$ cat src/rtl/fetch_pkg.sv
// Shared types and defaults for the instruction-fetch back end.
package fetch_pkg;

  localparam int FETCH_AW     = 11;
  localparam int FETCH_IW     = 32;
  localparam int FETCH_STAT_W = 16;

  typedef struct packed {
    logic [FETCH_AW-1:0] pc;
    logic [FETCH_IW-1:0] instr;
  } fetch_entry_t;

  function automatic logic [FETCH_STAT_W-1:0] sat_inc(input logic [FETCH_STAT_W-1:0] v);
    return (v == '1) ? v : v + 1'b1;
  endfunction

endpackage

$ cat src/rtl/fetch_queue_if.sv
// Fetch back-end bus: PC/imem side, branch port to the PC, and decode handshake.
// Handshake: an entry transfers to decode on a cycle where dec_valid && dec_ready;
// dec_valid never depends on dec_ready, and dec_* stay stable until accepted or flushed.
interface fetch_queue_if #(
  parameter int AW = fetch_pkg::FETCH_AW,
  parameter int IW = fetch_pkg::FETCH_IW
);
  logic [AW-1:0] pc_cnt;
  logic [AW-1:0] imem_addr;
  logic [IW-1:0] imem_data;
  logic          branch_valid;
  logic [AW-1:0] branch_address;
  logic          ex_redirect;
  logic [AW-1:0] ex_target;
  logic          dec_valid;
  logic          dec_ready;
  logic [IW-1:0] dec_instr;
  logic [AW-1:0] dec_pc;

  modport slave (
    input  pc_cnt, imem_data, ex_redirect, ex_target, dec_ready,
    output imem_addr, branch_valid, branch_address, dec_valid, dec_instr, dec_pc
  );

  modport master (
    output pc_cnt, imem_data, ex_redirect, ex_target, dec_ready,
    input  imem_addr, branch_valid, branch_address, dec_valid, dec_instr, dec_pc
  );
endinterface

$ cat src/rtl/fetch_fifo.sv
// Synchronous FIFO of fetch entries; flush beats push and pop.
module fetch_fifo
  import fetch_pkg::*;
#(
  parameter int  DEPTH   = 4,
  parameter type entry_t = fetch_entry_t
) (
  input  logic   clk,
  input  logic   resetn,
  input  logic   i_push,
  input  logic   i_pop,
  input  logic   i_flush,
  input  entry_t i_data,
  output entry_t o_data,
  output logic   o_full,
  output logic   o_empty
);

  localparam int PW = $clog2(DEPTH) + 1;

  logic [PW-1:0] r_wr_ptr;
  logic [PW-1:0] r_rd_ptr;
  entry_t        r_mem [DEPTH];
  logic          w_do_push;
  logic          w_do_pop;

  assign o_empty   = (r_wr_ptr == r_rd_ptr);
  assign o_full    = (r_wr_ptr[PW-1] != r_rd_ptr[PW-1]) &&
                     (r_wr_ptr[PW-2:0] == r_rd_ptr[PW-2:0]);
  // A full queue may take a push only when the head leaves in the same cycle.
  assign w_do_push = i_push && (!o_full || i_pop);
  assign w_do_pop  = i_pop && !o_empty;
  assign o_data    = r_mem[r_rd_ptr[PW-2:0]];

  always_ff @(posedge clk) begin
    if (!resetn) begin
      r_wr_ptr <= '0;
      r_rd_ptr <= '0;
    end else if (i_flush) begin
      r_wr_ptr <= r_rd_ptr;
    end else begin
      if (w_do_push) r_wr_ptr <= r_wr_ptr + 1'b1;
      if (w_do_pop)  r_rd_ptr <= r_rd_ptr + 1'b1;
    end
  end

  always_ff @(posedge clk) begin
    if (resetn && !i_flush && w_do_push) r_mem[r_wr_ptr[PW-2:0]] <= i_data;
  end

endmodule

$ cat src/rtl/fetch_queue.sv
// Fetch back end: redirect/replay control of the PC branch port plus decode queue.
// Optional counters are enabled by defining FETCH_STATS_EN.
module fetch_queue
  import fetch_pkg::*;
#(
  parameter int AW    = FETCH_AW,
  parameter int IW    = FETCH_IW,
  parameter int DEPTH = 4
) (
  input  logic                    clk,
  input  logic                    resetn,
  fetch_queue_if.slave            bus
`ifdef FETCH_STATS_EN
  ,
  output logic [FETCH_STAT_W-1:0] stat_fetched,
  output logic [FETCH_STAT_W-1:0] stat_replays,
  output logic [FETCH_STAT_W-1:0] stat_flushes
`endif
);

  typedef struct packed {
    logic [AW-1:0] pc;
    logic [IW-1:0] instr;
  } entry_t;

  entry_t w_cand;
  entry_t w_head;
  logic   w_full;
  logic   w_empty;
  logic   w_dec_valid;
  logic   w_pop;
  logic   w_flush;
  logic   w_replay;
  logic   w_push;

  assign w_cand = '{pc: bus.pc_cnt, instr: bus.imem_data};

  always_comb begin
    w_dec_valid = resetn && !w_empty && !bus.ex_redirect;
    w_pop       = w_dec_valid && bus.dec_ready;
    w_flush     = resetn && bus.ex_redirect;
    w_replay    = resetn && !bus.ex_redirect && w_full && !w_pop;
    w_push      = resetn && !bus.ex_redirect && !w_replay;
  end

  fetch_fifo #(
    .DEPTH   (DEPTH),
    .entry_t (entry_t)
  ) u_fifo (
    .clk     (clk),
    .resetn  (resetn),
    .i_push  (w_push),
    .i_pop   (w_pop),
    .i_flush (w_flush),
    .i_data  (w_cand),
    .o_data  (w_head),
    .o_full  (w_full),
    .o_empty (w_empty)
  );

  // Replay reloads the current PC: the PC has no stall input, so this is its only hold.
  assign bus.branch_valid   = w_flush || w_replay;
  assign bus.branch_address = w_replay ? bus.pc_cnt : bus.ex_target;
  assign bus.imem_addr      = bus.pc_cnt;
  assign bus.dec_valid      = w_dec_valid;
  assign bus.dec_pc         = w_head.pc;
  assign bus.dec_instr      = w_head.instr;

`ifdef FETCH_STATS_EN
  logic [FETCH_STAT_W-1:0] r_stat_fetched;
  logic [FETCH_STAT_W-1:0] r_stat_replays;
  logic [FETCH_STAT_W-1:0] r_stat_flushes;

  always_ff @(posedge clk) begin
    if (!resetn) begin
      r_stat_fetched <= '0;
      r_stat_replays <= '0;
      r_stat_flushes <= '0;
    end else begin
      if (w_push)   r_stat_fetched <= sat_inc(r_stat_fetched);
      if (w_replay) r_stat_replays <= sat_inc(r_stat_replays);
      if (w_flush)  r_stat_flushes <= sat_inc(r_stat_flushes);
    end
  end

  assign stat_fetched = r_stat_fetched;
  assign stat_replays = r_stat_replays;
  assign stat_flushes = r_stat_flushes;
`endif

endmodule

$ cat src/flat_wrapper.sv
// flat-port wrapper written by rule: the top's interface ports become plain ports
module fetch_queue_flat import fetch_pkg::*;
#(
  parameter int AW    = FETCH_AW,
  parameter int IW    = FETCH_IW,
  parameter int DEPTH = 4
)
  (clk, resetn, bus_pc_cnt, bus_imem_data, bus_ex_redirect, bus_ex_target, bus_dec_ready, bus_imem_addr, bus_branch_valid, bus_branch_address, bus_dec_valid, bus_dec_instr, bus_dec_pc);
  fetch_queue_if #(.AW(AW), .IW(IW)) bus_i ();
  input  logic clk;
  input  logic resetn;
  input wire logic [$bits(bus_i.pc_cnt)-1:0] bus_pc_cnt;
  input wire logic [$bits(bus_i.imem_data)-1:0] bus_imem_data;
  input wire logic [$bits(bus_i.ex_redirect)-1:0] bus_ex_redirect;
  input wire logic [$bits(bus_i.ex_target)-1:0] bus_ex_target;
  input wire logic [$bits(bus_i.dec_ready)-1:0] bus_dec_ready;
  output wire logic [$bits(bus_i.imem_addr)-1:0] bus_imem_addr;
  output wire logic [$bits(bus_i.branch_valid)-1:0] bus_branch_valid;
  output wire logic [$bits(bus_i.branch_address)-1:0] bus_branch_address;
  output wire logic [$bits(bus_i.dec_valid)-1:0] bus_dec_valid;
  output wire logic [$bits(bus_i.dec_instr)-1:0] bus_dec_instr;
  output wire logic [$bits(bus_i.dec_pc)-1:0] bus_dec_pc;
  assign bus_i.pc_cnt = bus_pc_cnt;
  assign bus_i.imem_data = bus_imem_data;
  assign bus_i.ex_redirect = bus_ex_redirect;
  assign bus_i.ex_target = bus_ex_target;
  assign bus_i.dec_ready = bus_dec_ready;
  assign bus_imem_addr = bus_i.imem_addr;
  assign bus_branch_valid = bus_i.branch_valid;
  assign bus_branch_address = bus_i.branch_address;
  assign bus_dec_valid = bus_i.dec_valid;
  assign bus_dec_instr = bus_i.dec_instr;
  assign bus_dec_pc = bus_i.dec_pc;
  fetch_queue #(.AW(AW), .IW(IW), .DEPTH(DEPTH)) u_core (.clk(clk), .resetn(resetn), .bus(bus_i));
endmodule
$ cat config.mk
export PLATFORM = sky130hd
export DESIGN_NAME = fetch_queue_flat
export DESIGN_NICKNAME = d
export VERILOG_FILES = /design/src/rtl/fetch_pkg.sv /design/src/rtl/fetch_queue_if.sv /design/src/rtl/fetch_fifo.sv /design/src/rtl/fetch_queue.sv /design/src/flat_wrapper.sv
export SDC_FILE = /design/constraint.sdc
export NUM_CORES = 1
export LEC_CHECK = 0
export BUFFER_PORTS_ARGS = -buffer_cell sky130_fd_sc_hd__buf_2
export CELL_PAD_IN_SITES_DETAIL_PLACEMENT = 1
export CELL_PAD_IN_SITES_GLOBAL_PLACEMENT = 2
export CORE_UTILIZATION = 45
export DETAILED_ROUTE_END_ITERATION = 7
export GPL_TIMING_DRIVEN = 0
export PLACE_DENSITY_LB_ADDON = 0.1
export SLEW_MARGIN = 20
export SYNTH_ARGS = -nofsm -noshare
export SYNTH_HDL_FRONTEND = slang
export SYNTH_SLANG_ARGS = --single-unit
$ cat constraint.sdc
create_clock -name clk -period 5.7 [get_ports clk]
set_input_delay 1.14 -clock clk [delete_from_list [all_inputs] [get_ports clk]]
set_output_delay 1.14 -clock clk [all_outputs]
set_load 0.05 [all_outputs]
==> results.yml <==
outcome:
  status: "complete, no violations"
timing:
  max_freq_mhz: 277
  hold_ws_ns: 0.563
  finalCriticalPeriod_ns: 3.61
  tns_ns: 0
  maxSlewHeadroom: 0.500
  fin_crit_sh: 0.633
  setup_violations: 0
  worst_pin_slew_ns: 0.749
  finalHoldViolCount: 0
  finClkSkew_ns: 0.00811
  worst_slack_ns: 2.09
  slew_violations: 0
  rsz0062_at_grt: "false"
clock_network:
  cts_inserted_buffers: 17
  cts_root_buffer: "clkbuf_16"
  cts-hold-fix-buffers: 0
  cts-htree-levels: 4
  clk_path_buf_depth: 2
  cts_setup_buffers: 0
  clock_latency_ns: 0.43
  cts_resized: 0
  cts_tree: "yes"
  cts_sinks: 180
  path_clk_slew_ns: 0.06
global_route:
  grt_pass1_vias: 3785
  grt-ovfl-total: 0
  track_usage: 0.183
  grt_max_degree: 44
  grt_pass1_wl_um: 21100
  grt_antenna_before_repair: 0
setup_path:
  critPathKind: "in2out"
  cp_max_fo: 10
  r2r_cells: 5
  end_kind: "output pin"
  critPathLaunchType: "primary input"
  crit_buf_inv: 3
  worstPathCellList: "clkbuf_1, and2b_1, nand2_2, buf_6, mux2_2, buf_2"
  crit_cells: 6
  max_stage_delay_ns: 0.34
  crit_family: "buffers and inverters"
  slowest_stage: "mux2_2"
  arrival_ns: 2.47
  cp.required_ns: 4.56
route:
  ant_nets: 0
  num_vias: 3438
  finalWirelength_um: 13400
  vias_per_cell: 5.34
  drt-initial-drc-count: 171
  drt-pass1-iter-count: 4
  route.detailed.drc: 0
  wire_per_inst_um: 20.8
finish:
  drive_above_1_share: 0.498
  final_cells: 644
  layout_commonest_cell: "edfxtp_1"
  nNetsFinal: 510
  area_growth_pct: 21.3
  final_cell_mix: "edfxtp_1 (172), buf_2 (127), mux4_2 (43)"
  antenna_cells: 0
die:
  core_area_sq_um: 14800
  die_width_um: 126
  start_util: 0.468
  row_count: 44
  die-area_sq_um: 15800
  die_h_um: 126
  io_pins: 125
placed_design:
  hpwl_um: 7980
  dp.cells: 612
  io_buffers: 123
  gp_congestion: 0.687
  dp_slack_ns: 2.08
yosys:
  async_reset_ff_frac: 0
  ys_warn_count: 0
  synthTopCellsByArea: "edfxtp_1 (75%), mux4_2 (14%), dfxtp_1 (2.3%)"
  postSynthAreaPerCell_sq_um: 22.6
  syn_inst: 305
  synth_top_area_share: 0.748
  yosysSeqAreaShare: 0.771
  synth_top_area_cell: "edfxtp_1"
  ys.flop_type: "edfxtp_1"
  synth_edf_count: 172
  ys_seq_elements: 180
  synth_cell_types: 33
  syn_area_sq_um: 6910
  synth_nets: 368
run:
  maxCapViolCount: 0
power:
  power_mw: 3.02
  pwr_density_cell_nw_per_um2: 360
  p_leak_nw: 2.92
  ir_drop_v: 0.000203
worst_hold_path:
  holdPathStages: 2
  min_path_type: "reg2reg"
## tightest hold or removal path, cell delays in order (launching register included)
cell and delay (ns):
dfxtp_1 0.35, nand3_1 0.08, nand3_1 0.07
## layer usage
| layer | vias up | wire length [um] | track usage |
|---|---|---|---|
| li1 | 1539 | - | - |
| met1 | 1798 | 5680 | 0.230 |
| met2 | 85 | 6940 | 0.308 |
| met3 | 16 | 593 | 0.0501 |
| met5 | - | 0 | 0 |
| met4 | 0 | 163 | 0.0638 |
## per-stage QoR
step                      area [sq um]  utilization
after floorplan                   6910            -
after global placement            7750        0.525
after detailed placement          7760        0.526
after CTS                         8380        0.568
after global routing              8380        0.568
final                             8380        0.568
## synth_stat cells (all sizes together), types with 2 or more instances
cell type and instances:
ha 5, inv 4, o21ai 2, edfxtp 172
nand2 3, and2 6, a31oi 2, buf 18
clkbuf 7, mux4 43, dfxtp 8, xor2 2
nand3 4, mux2 11, xnor2 3, a311oi 2
o21a 2
## where the power goes
group | switching (mW) | internal [mW]
logic | 0.218 | 0.0965
clock network | 0.482 | 0.729
registers | 0.00894 | 1.48
total | 0.709 | 2.31
## final timing paths
path | from | slack (ns) | to
max | bus_ex_redirect | 2.09 | bus_branch_address[4]
min reg2reg | u_core.u_fifo.r_wr_ptr[2] | 0.56 | u_core.u_fifo.r_wr_ptr[2]
max reg2reg | u_core.u_fifo.r_wr_ptr[0] | 3.44 | u_core.u_fifo.r_mem[2][23]
min | u_core.u_fifo.r_wr_ptr[2] | 0.56 | u_core.u_fifo.r_wr_ptr[2]
## sequential cells by signal, indices dropped and copies added, names as in the netlist, named ones only
| signal | count |
|---|---|
| u_core.u_fifo.r_mem | 172 |
| u_core.u_fifo.r_rd_ptr | 3 |
| u_core.u_fifo.r_wr_ptr | 3 |
## cell type report
cell class	instances	area, sq um
fillers	1306	6380
plain buffers	25	155
clock inverters	15	188
flip-flops and latches	180	5330
multi-input cells	96	1420
well taps	184	230
clock buffers	17	425
inverters	4	15.0
repair buffers	123	616
## logic make-up after synthesis
family,share of synthesized area
adders and majority gates,0.00906
DFF,0.771
AOI/OAI and AO/OA,0.0112
and+or+nand+nor,0.0196
muxes,0.158
buffers and inverters,0.0246
xor gates and xnor gates,0.00634
Power figures use the tool's default switching activity.
